===== config.mk =====
export PLATFORM = sky130hd
export DESIGN_NAME = instruction_fetch
export DESIGN_NICKNAME = d
export VERILOG_FILES = /design/src/rtl/instruction_fetch.sv
export SDC_FILE = /design/constraint.sdc
export NUM_CORES = 1
export LEC_CHECK = 0
export CAP_MARGIN = 20
export CORE_MARGIN = 4
export CORE_UTILIZATION = 57
export CTS_CLUSTER_DIAMETER = 50
export DETAILED_ROUTE_END_ITERATION = 8
export DONT_BUFFER_PORTS = 1
export HOLD_SLACK_MARGIN = 0.03
export PLACE_DENSITY = 0.75
export RECOVER_POWER = 25
export SLEW_MARGIN = 15
export SYNTH_ARGS = -nofsm -noshare
export SYNTH_HDL_FRONTEND = slang
export SYNTH_SLANG_ARGS = --single-unit

===== constraint.sdc =====
create_clock -name clk -period 2.05 [get_ports clk]
set_input_delay 0.41 -clock clk [delete_from_list [all_inputs] [get_ports clk]]
set_output_delay 0.41 -clock clk [all_outputs]
set_load 0.03 [all_outputs]

===== src/rtl/instruction_fetch.sv =====
// Fetch stage: PC register plus IF/ID pipeline register, with decode stall and execute redirect.
// The IF/ID slot is VALID or BUBBLE, encoded directly by if_id_valid.
module instruction_fetch #(
  parameter int unsigned         dataWidth = 32,
  parameter int unsigned         addrSize  = 32,
  parameter logic [addrSize-1:0] resetPC   = '0
) (
  input  logic                 clk,
  input  logic                 rst,
  output logic [addrSize-1:0]  imem_addr,
  input  logic [dataWidth-1:0] imem_instr,
  input  logic                 stall,
  input  logic                 redirect_valid,
  input  logic [addrSize-1:0]  redirect_target,
  output logic [addrSize-1:0]  pc,
  output logic [dataWidth-1:0] if_id_instr,
  output logic [addrSize-1:0]  if_id_pc_plus4,
  output logic                 if_id_valid,
  output logic                 fetch_misaligned,
  output logic [31:0]          fetch_count
);

  localparam logic [addrSize-1:0] PcStep = addrSize'(4);

  logic [addrSize-1:0]  pc_q, pc_d;
  logic [dataWidth-1:0] instr_q, instr_d;
  logic [addrSize-1:0]  pc_plus4_q, pc_plus4_d;
  logic                 valid_q, valid_d;
  logic                 misaligned_q, misaligned_d;
  logic [31:0]          count_q, count_d;
  logic [addrSize-1:0]  pc_plus4;

  assign pc_plus4 = pc_q + PcStep;

  always_comb begin
    pc_d         = pc_q;
    instr_d      = instr_q;
    pc_plus4_d   = pc_plus4_q;
    valid_d      = valid_q;
    misaligned_d = 1'b0;
    count_d      = count_q;
    if (redirect_valid) begin
      // Redirect wins over stall; the wrong-path slot becomes a bubble, data fields are kept.
      pc_d         = {redirect_target[addrSize-1:2], 2'b00};
      valid_d      = 1'b0;
      misaligned_d = |redirect_target[1:0];
    end else if (!stall) begin
      pc_d       = pc_plus4;
      instr_d    = imem_instr;
      pc_plus4_d = pc_plus4;
      valid_d    = 1'b1;
      count_d    = count_q + 32'd1;
    end
  end

  always_ff @(posedge clk) begin
    if (rst) begin
      pc_q         <= resetPC;
      instr_q      <= '0;
      pc_plus4_q   <= '0;
      valid_q      <= 1'b0;
      misaligned_q <= 1'b0;
      count_q      <= '0;
    end else begin
      pc_q         <= pc_d;
      instr_q      <= instr_d;
      pc_plus4_q   <= pc_plus4_d;
      valid_q      <= valid_d;
      misaligned_q <= misaligned_d;
      count_q      <= count_d;
    end
  end

  assign imem_addr        = pc_q;
  assign pc               = pc_q;
  assign if_id_instr      = instr_q;
  assign if_id_pc_plus4   = pc_plus4_q;
  assign if_id_valid      = valid_q;
  assign fetch_misaligned = misaligned_q;
  assign fetch_count      = count_q;

endmodule


==> impl_results.md, run 1 <==
* Outcome: finished, final reports clean
* Ys async rst share at 0
* Post-route DRC at 0
* Final setup TNS at 0 ns
* Critical R2R Capture: imem_addr[28]
* Starting density of the core at 0.586
* Area Overhead vs Synth at 21.5%
* Total CTS buffers at 17
* Worst slack at placement at 0.106 ns
* Worst setup SP type: register
* RSZ-0062 raised after global routing: false
* Critical Path End Type: register
* Gp weighted congestion at between 0.8 and 0.9
* CP arrival at roughly 2.3 ns
* Placed cells at 883
* Total GRT Usage at 0.280
* Worst vdd ir at 0.000557 V
* Clk_skew at about 0.010 ns
* Top FF cell, synth: dfxtp_1
* # fillers at ~840
* Detailed-route via count at roughly 5,500
* Final hold vios at 0
* Share of layout cells above drive strength 1 at 0.168
* Final slew viol count at 0
* Worst setup margin at approximately 0.12 ns
* Syn avg cell area at around 8.2 µm²
* Hold crit path type: in2reg
* Synth Area in Adders at 0.00412
* Area of placed instances at between 6000 and 7000 µm²
* EDFF count, synth at 0
* Yosys warnings at 0
* Slew margin rel. at 0.200
* Largest net degree at the start of global routing at 90
* Clk sinks at 126
* R2R depth at 8
* Vias in the first global route at 5,643
* CTS tree: yes
* Required @ worst endpoint at ~2.5 ns
* Core footprint at between 10,000 and 15,000 µm²
* Clock Latency Late Sink at a little over 0.5 ns
* Port Buffer Count at 0
* Antenna cells at 0
* Routed WL at 17,300 µm
* First-pass iteration count of the detailed router at 5
* Area of the mapped netlist at slightly above 6000 µm²
* Hold path depth at 2
* Design area at about 7400 µm²
* Largest family of logic cells by synthesized area: simple AND/OR/NAND/NOR gates
* Unique masters post-synth at between 40 and 50
* Row cnt at 37
* Mux cell area share after synthesis at 0.00824
* Die height at roughly 110 µm
* Clk pin slew, worst setup/hold paths at around 0.060 ns
* Hold_sp: imem_instr[23]
* H-tree depth at 4
* Gate Count Post-Synth at around 740
* Critical setup path kind: reg2reg
* CTS max path bufs at 2
* Leakage at between 2 and 3 nW
* Achievable frequency at just over 0.5 GHz
* Initial antenna violation count at 0
* Vias per cell at between 5 and 6
* Detailed Route Iter0 Violations at roughly 430
* Seq/Total Area, Yosys at 0.415
* Die width at between 100 and 150 µm
* Synth Area in Simple Gates at 0.257
* Xor/xnor share of the synthesized area at 0.101
* WHS at 0.0485 ns
* I/O pin count at 230
* CP Max Fanout at 9
* Synth Area in Compound Gates at 0.127
* First-pass GRT wire length at approximately 29,000 µm
* Period utilisation layout at 0.940
* R2R setup slack at 0.12 ns
* Fin cells at approximately 950
* Total gr overflow at 0
* Antenna-violating nets left at 0
* Worst Tran Pin Value at between 1 and 1.5 ns
* Fin nets at approximately 870
* Slowest cell on crit path: dfxtp_2
* WL/cell at between 15 and 20 µm
* Tmin final at 1.93 ns
* Setup Viol. Count Final at 0
* Root buffer cell: clkbuf_8
* Critical path cell sequence: buf_4 > nand4_1 > buf_4 > nor4_4 > buf_4 > nand4_1 > xnor2_1 > o21a_1
* Pwr Density at between 800 and 900 nW/µm²
* Worst flop-to-flop path startpoint: imem_addr[7]
* Endpoint, Worst Hold: if_id_instr[23]
* #FFs+latches synth at around 130
* DP Wirelength at about 12,000 µm
* CP peak stage delay at about 0.33 ns
* Most frequent CP cell: buf_4
* Die Area at between 10,000 and 15,000 µm²
* Maxcap violations at 0
## synthesized netlist by cell type, drive strengths merged, types with 6 or more instances
master  number  area [µm²]
dfxtp      126        2520
nand3       32         170
o21a        15         113
o21ai       12        60.1
inv         20        75.1
clkbuf      39         148
nor3b        6        45.0
nor3        13        65.1
nand2       90         338
nor2b        6        37.5
xnor2       25         219
nand4       31         209
a21oi       62         310
a211oi      25         188
nor4         7        80.1
or3         13        82.6
buf         43         302
nor2        86         323
xor2        45         394
## power by group
| group | switching, W | internal (W) |
|---|---|---|
| logic | 0.000431 | 0.000234 |
| registers | 0.000238 | 0.00256 |
| clock network | 0.00112 | 0.00164 |
## worst max-delay path by stage
stage / from / end / depth (start not counted)
4_1_cts: imem_addr[2] / imem_addr[28] / 7
3_3_place_gp: fetch_count[0] / fetch_count[16] / 5
2_1_floorplan: imem_addr[6] / if_id_pc_plus4[31] / 6
6_report: imem_addr[7] / imem_addr[28] / 8
5_1_grt: imem_addr[12] / imem_addr[27] / 6
3_5_place_dp: imem_addr[2] / imem_addr[28] / 7
## state kept, by name, indices dropped and copies added (netlist names)
name / count
fetch_count: 32
if_id_instr: 32
if_id_pc_plus4: 30
imem_addr: 30
fetch_misaligned: 1
if_id_valid: 1
## routing by layer
| metal | up-vias | GRT usage | part of all wire |
|---|---|---|---|
| met5 | - | 0 | 0 |
| met3 | 35 | 0.0879 | 0.081 |
| met2 | 250 | 0.477 | 0.50 |
| met4 | 0 | 0.102 | 0.026 |
| met1 | 2633 | 0.331 | 0.39 |
| li1 | 2627 | - | - |
## worst max-delay path, delay by kind of cell (launching register included)
family                 cells  cell delay, ns
buffers and inverters      3            0.68
AND/OR/NAND/NOR            3            0.47
flip-flops                 1            0.33
AO/OA/AOI/OAI              1            0.17
XOR/XNOR                   1            0.16
## area by class of cell
cell class                 count  area [µm²]  share of cell area
clock inverter                12         113              0.0153
tap                          136         170              0.0231
timing repair buffer         117         971               0.132
inverter                      20        75.1              0.0102
multi-input combinational    520        3070               0.416
clock buffer                  20         435              0.0590
sequential                   126        2550               0.345
## what timing repair did
action / 4_1_cts / 5_1_grt
buffers inserted: 0 / 2
hold buffers: 31 / 3
endpoints found under the hold margin: 123 / 3
gates resized for setup: 0 / 2
endpoints found under the setup margin: 0 / 8
## cell usage in the layout (no fill, tap or decap), types with 16 or more instances in the layout
| master | Yosys | layout |
|---|---|---|
| dlygate4sd3_1 | 0 | 33 |
| a211oi_1 | 25 | 25 |
| dfxtp_1 | 126 | 112 |
| nor2_1 | 86 | 84 |
| buf_4 | 36 | 76 |
| nand2_1 | 90 | 90 |
| xor2_1 | 45 | 45 |
| nand4_1 | 30 | 30 |
| clkbuf_16 | 0 | 16 |
| nand3_1 | 30 | 30 |
| a21oi_1 | 62 | 62 |
| xnor2_1 | 25 | 25 |
| inv_1 | 20 | 20 |
## kinds of logic (layout without fill, tap and decap cells)
group / Yosys count / count (layout)
AND/OR/NAND/NOR: 311 / 311
adder cells (fa/ha/maj): 2 / 2
AO/OA/AOI/OAI: 126 / 126
XOR/XNOR: 70 / 70
buffers and inverters: 102 / 169
flip-flops: 126 / 126
multiplexers: 5 / 5
other: 1 / 6
## through the flow
step | utilization | power, W
4_1_cts | 0.709 | 0.00626
6_report | 0.712 | 0.00623
2_1_floorplan | - | 0.00338
5_1_grt | 0.712 | 0.00647
3_5_place_dp | 0.625 | 0.00343
3_3_place_gp | 0.625 | 0.00341
No activity file was read; power rests on OpenSTA's default activity.
==> inputs of run 2 (changes only) <==
--- a/config.mk
+++ b/config.mk
@@ -5,6 +5,7 @@
 export SDC_FILE = /design/constraint.sdc
 export NUM_CORES = 1
 export LEC_CHECK = 0
+export ABC_AREA = 1
 export CAP_MARGIN = 20
 export CORE_MARGIN = 4
 export CORE_UTILIZATION = 57
==> run 2 against run 1 <==
Against the previous run: maximum frequency increased by 5.9%; first-iteration DRC count rose by 4.4%; register-to-register slack improved by 0.11 ns; non-clock buffer count is 52 lower; critical endpoint is now fetch_count[29]; largest power group is now clock.
==> impl_results.md, run 2 <==
* Outcome: finished, final reports clean
* Die height at between 100 and 150 µm
* Worst path buffer plus inverter count at 2
* Most common cell in the netlist: nand2_1
* Worst vdd ir at ~0.00063 V
* Fin nets at just over 1,000
* Critical path cell sequence: clkbuf_1 > nand2_1 > inv_1 > nand2_1 > nor2_1 > nand2_1 > o21ai_0 > nor2_1
* Detailed-route via count at roughly 6,000
* Most frequent CP cell: nand2_1
* Die Area at 12,500 µm²
* Gp weighted congestion at 0.975
* Met2 Resource Use GR at 0.476
* RSZ-0062 raised after global routing: false
* Seq/Total Area, Yosys at 0.411
* Total gr overflow at 0
* Most frequent cells in the layout: nand2_1 (241), nor2_1 (166), dfxtp_1 (126)
* Design area at approximately 7000 µm²
* Final slew viol count at 0
* #FFs+latches synth at about 130
* Slew margin rel. at 0.0539
* Share of layout cells above drive strength 1 at 0.108
* Maxcap violations at 0
* Core footprint at approximately 10,000 µm²
* Ys async rst share at 0
* Area Overhead vs Synth at 13.9%
* WL/cell at 15.7 µm
* CP peak stage delay at between 0.4 and 0.5 ns
* Clk pin slew, worst setup/hold paths at roughly 0.06 ns
* CTS max path bufs at 2
* Post-CTS setup buffer count at 0
* # hold bufs at CTS at 5
* Largest net degree at the start of global routing at 71
* Clk sinks at roughly 130
* Area of the mapped netlist at between 6000 and 7000 µm²
* CP top delay family: simple AND/OR/NAND/NOR gates
* Antenna-violating nets left at 0
* Total GRT Usage at 0.274
* Starting density of the core at 0.590
* Worst setup SP type: register
* Period utilisation layout at 0.887
* Root buffer cell: clkbuf_8
* Most common cell after layout, fill and taps aside: nand2_1
* Detailed Route Iter0 Violations at around 450
* Final setup TNS at 0 ns
* Grt met3 use at 0.0951
* Antenna cells at 0
* Required @ worst endpoint at approximately 2.5 ns
* Met1 Usage GRT at 0.300
* Slowest cell on crit path: clkbuf_1
* Share of the synthesized area in the top cell type at 0.411
* Gate Count Post-Synth at ~900
* Post-route DRC at 0
* Port Buffer Count at 0
* EDFF count, synth at 0
* # fillers at approximately 900
* Total CTS buffers at 17
* I/O pin count at 230
* Clock Latency Late Sink at between 0.5 and 0.6 ns
* Fin cells at roughly 1,100
* Unique masters post-synth at 31
* Row cnt at 37
* Placed cells at roughly 1,100
* Largest area contributor in the netlist: dfxtp_1
* Area of placed instances at around 6400 µm²
* Achievable frequency at about 0.55 GHz
* Die width at 112 µm
* Commonest cells in the netlist: nand2_1 (241), nor2_1 (164), dfxtp_1 (126)
* Syn avg cell area at around 6.6 µm²
* Tmin final at between 1.5 and 2 ns
* CTS tree: yes
* First-pass GRT wire length at between 20,000 and 30,000 µm
* Worst setup margin at 0.231 ns
* First-pass iteration count of the detailed router at 5
* Yosys warnings at 0
* Hold crit path type: in2reg
* Pwr Density at 880 nW/µm²
* Worst Tran Pin Value at roughly 1.4 ns
* Leakage at 2.80 nW
* Synth top area cells: dfxtp_1 (41%), nand2_1 (15%), nor2_1 (10%)
* Vias per cell at 5.43
* Critical setup path kind: reg2reg
* CP arrival at ~2.2 ns
* Initial antenna violation count at 0
* Grt peak-use layer: met2
* H-tree depth at 4
* DP Wirelength at between 10,000 and 15,000 µm
* Setup Viol. Count Final at 0
* CP Max Fanout at 5
* Clk_skew at around 0.0091 ns
* Fin util at 0.671
* Top FF cell, synth: dfxtp_1
* Critical Path End Type: register
* Post-CTS sizing at 0
* Final hold vios at 0
* Worst slack at placement at approximately 0.32 ns
* Vias in the first global route at approximately 5,800
* Routed WL at approximately 17,000 µm
-- run 2: report_power, final --
part | internal, W | total (W) | switching (W)
Sequential | 0.00255 | 0.00275 | 0.000200
Combinational | 0.000165 | 0.000571 | 0.000406
Clock | 0.00175 | 0.00284 | 0.00109
-- run 2: worst reg2reg max path, stage by stage (launching register included) --
cell,delay (ns)
dfxtp_1,0.30
clkbuf_1,0.43
nand2_1,0.16
inv_1,0.12
nand2_1,0.09
nor2_1,0.21
nand2_1,0.13
o21ai_0,0.20
nor2_1,0.06
-- run 2: area by class of cell --
class	instances	area (µm²)	share of cell area
clock buffers	21	439	0.0628
flip-flops and latches	126	2520	0.361
repair buffers	65	515	0.0737
clock inverters	11	118	0.0168
well taps	136	170	0.0243
multi-input cells	644	2890	0.413
inverters	90	338	0.0483
-- run 2: per-layer routing --
layer | up-vias | part of all wire
li1 | 2910 | -
met1 | 2682 | 0.38
met2 | 293 | 0.50
met3 | 48 | 0.093
met4 | 0 | 0.029
met5 | - | 0
-- run 2: through the flow --
stage / total power, W / hold slack [ns]
final: 0.00616 / 0.0493
after detailed placement: 0.00334 / 0.493
after CTS: 0.00619 / 0.0325
after global routing: 0.00639 / 0.0392
after floorplan: 0.00326 / 0.571
after global placement: 0.00332 / 0.484
-- run 2: cell families after synthesis --
family	synth area share
AO/OA/AOI/OAI	0.128
flip-flops	0.411
other	0.000611
adder cells (fa/ha/maj)	0.00407
XOR/XNOR	0.0228
buffers and inverters	0.121
AND/OR/NAND/NOR	0.313
-- run 2: worst paths after layout --
kind                            slack, ns             from  cells past startpoint              end
worst min register to register       0.51  fetch_count[17]                      2  fetch_count[17]
worst max-delay path                 0.23  fetch_count[20]                      8  fetch_count[29]
worst min-delay path                 0.05   imem_instr[15]                      2  if_id_instr[15]
worst max register to register       0.23  fetch_count[20]                      8  fetch_count[29]
==> inputs of run 3 (changes only) <==
--- a/config.mk
+++ b/config.mk
@@ -15,7 +15,6 @@
 export HOLD_SLACK_MARGIN = 0.03
 export PLACE_DENSITY = 0.75
 export RECOVER_POWER = 25
-export SLEW_MARGIN = 15
 export SYNTH_ARGS = -nofsm -noshare
 export SYNTH_HDL_FRONTEND = slang
 export SYNTH_SLANG_ARGS = --single-unit
==> constraint.sdc (replaced) <==
create_clock -name clk -period 2.05 [get_ports clk]
set_input_delay 0.41 -clock clk [delete_from_list [all_inputs] [get_ports clk]]
set_output_delay 0.41 -clock clk [all_outputs]
set_load 0.05 [all_outputs]
==> run 3 against run 2 <==
Against the previous run: critical path depth down 7; non-clock buffer count up 5; first-iteration DRC count up 4.2%; power up 3.2%; clock skew down 0.0015 ns; die area unchanged; highest routed layer unchanged.
==> impl_results.md, run 3 (synthesis gave the netlist of run 2 again) <==
* Vias per cell at 5.42
* Die height at approximately 110 µm
* WL/cell at ~16 µm
* Gp weighted congestion at around 1
* First-pass iteration count of the detailed router at 5
* Detailed Route Iter0 Violations at 467
* Post-CTS setup buffer count at 0
* Multi-input gate area at approximately 2900 µm²
* Detailed-route via count at 5,949
* Maxcap violations at 0
* Antenna cells at 0
* Achievable frequency at between 0.5 and 0.6 GHz
* Core footprint at approximately 10,000 µm²
* # fillers at 908
* Area Overhead vs Synth at 13.9%
* Largest net degree at the start of global routing at 70
* Final setup TNS at 0 ns
* Final slew viol count at 0
* Antenna-violating nets left at 0
* Worst Tran Pin Value at approximately 1.2 ns
* Met2 Resource Use GR at 0.460
* Final hold vios at 0
* Pwr Density at approximately 910 nW/µm²
* Fin nets at 1,019
* Worst path buffer plus inverter count at 1
* Slew margin rel. at 0.201
* Outcome: finished, final reports clean
* Reg area at around 2500 µm²
* NetSw at 0.00199 W
* RSZ-0062 raised after global routing: false
* Critical setup path kind: reg2out
* WHS at ~0.05 ns
* Grt met3 use at 0.0880
* Switching power share of the total at 0.313
* Port Buffer Count at 0
* Required @ worst endpoint at 1.64 ns
* Reg power frac at 0.446
* H-tree depth at 4
* CP arrival at between 1 and 1.5 ns
* Row cnt at 37
* Routed WL at around 17,000 µm
* Worst setup SP type: register
* Most common cell after layout, fill and taps aside: nand2_1
* Clk_skew at about 0.0076 ns
* Initial antenna violation count at 0
* Leakage at 2.80 nW
* CTS max path bufs at 2
* Vias in the first global route at 5,763
* Total gr overflow at 0
* I/O pin count at 230
* Worst slack at placement at 0.346 ns
* First-pass GRT wire length at between 20,000 and 30,000 µm
* Clock Latency Late Sink at ~0.53 ns
* Slowest cell on crit path: clkbuf_2
* Met1 Usage GRT at 0.299
* Total GRT Usage at 0.268
* Total CTS buffers at 17
* Fin util at 0.671
* CP top delay family: buffers and inverters
* Root buffer cell: clkbuf_8
* Total Power at between 0.006 and 0.007 W
* Worst setup margin at approximately 0.18 ns
* Critical path cell sequence: clkbuf_2
* Die Area at between 10,000 and 15,000 µm²
* CP Max Fanout at 5
* Post-route DRC at 0
* Hold crit path type: in2reg
* Clk pin slew, worst setup/hold paths at ~0.060 ns
* CP peak stage delay at between 0.5 and 0.6 ns
* Clock share of power at 0.445
* Die width at approximately 110 µm
* Most frequent cells in the layout: nand2_1 (241), nor2_1 (167), dfxtp_1 (126)
* Grt peak-use layer: met2
* Combinational power share at 0.109
* Setup Viol. Count Final at 0
* Clk sinks at about 130
* CTS tree: yes
* Starting density of the core at 0.590
* Tmin final at roughly 1.9 ns
* Worst vdd ir at 0.000538 V
* Share of layout cells above drive strength 1 at 0.109
* DP Wirelength at roughly 12,000 µm
* Critical Path End Type: primary output
* Period utilisation layout at 0.914
* Internal Power at 0.00436 W
-- run 3: cell count changes in the layout (fill, tap and decap cells not counted), moves of 2 or more --
cell           previous run  this run
buf_4                    55        53
clkbuf_1                  7        10
clkbuf_2                  0         3
clkinv_2                  4         1
clkinv_4                  0         3
dlygate4sd3_1             4         2
inv_6                     0         4
-- run 3: final cells by class --
type / instances / share of cell area
inverters: 90 / 0.0483
multi-input cells: 644 / 0.412
clock inverters: 14 / 0.0191
repair buffers: 70 / 0.0741
flip-flops and latches: 126 / 0.361
well taps: 136 / 0.0243
clock buffers: 18 / 0.0612
-- run 3: routing by layer --
| layer | wire, µm | share of wire |
|---|---|---|
| met2 | 8540 | 0.50 |
| met3 | 1550 | 0.091 |
| met4 | 556 | 0.032 |
| met5 | 0 | 0 |
| met1 | 6470 | 0.38 |
-- run 3: final timing paths --
| path | start | end | slack, ns | cells past startpoint |
|---|---|---|---|---|
| max | imem_addr[5] | imem_addr[5] | 0.18 | 1 |
| min | imem_instr[13] | if_id_instr[13] | 0.05 | 2 |
| max reg2reg | fetch_count[28] | fetch_count[30] | 0.20 | 8 |
| min reg2reg | fetch_count[17] | fetch_count[17] | 0.52 | 2 |
-- run 3: repair_timing --
item	in CTS	in global routing
resized for setup	0	0
hold buffers	3	0
endpoints found under the hold margin	69	0
-- run 3: stage by stage --
| stage | area [µm²] | instances |
|---|---|---|
| 2_1_floorplan | 6160 | 929 |
| 3_3_place_gp | 6440 | 1063 |
| 3_5_place_dp | 6440 | 1063 |
| 4_1_cts | 7050 | 1098 |
| 5_1_grt | 6990 | 1098 |
| 6_report | 6990 | 1098 |
-- run 3: power by group through the flow --
stage	clock network (W)	logic (W)	registers, W
finish	0.00283	0.000689	0.00283
global route	0.00299	0.000747	0.00284
CTS	0.00286	0.000691	0.00283
detailed placement	0	0.000659	0.00289
global placement	0	0.000643	0.00288
floorplan	0	0.000461	0.00301
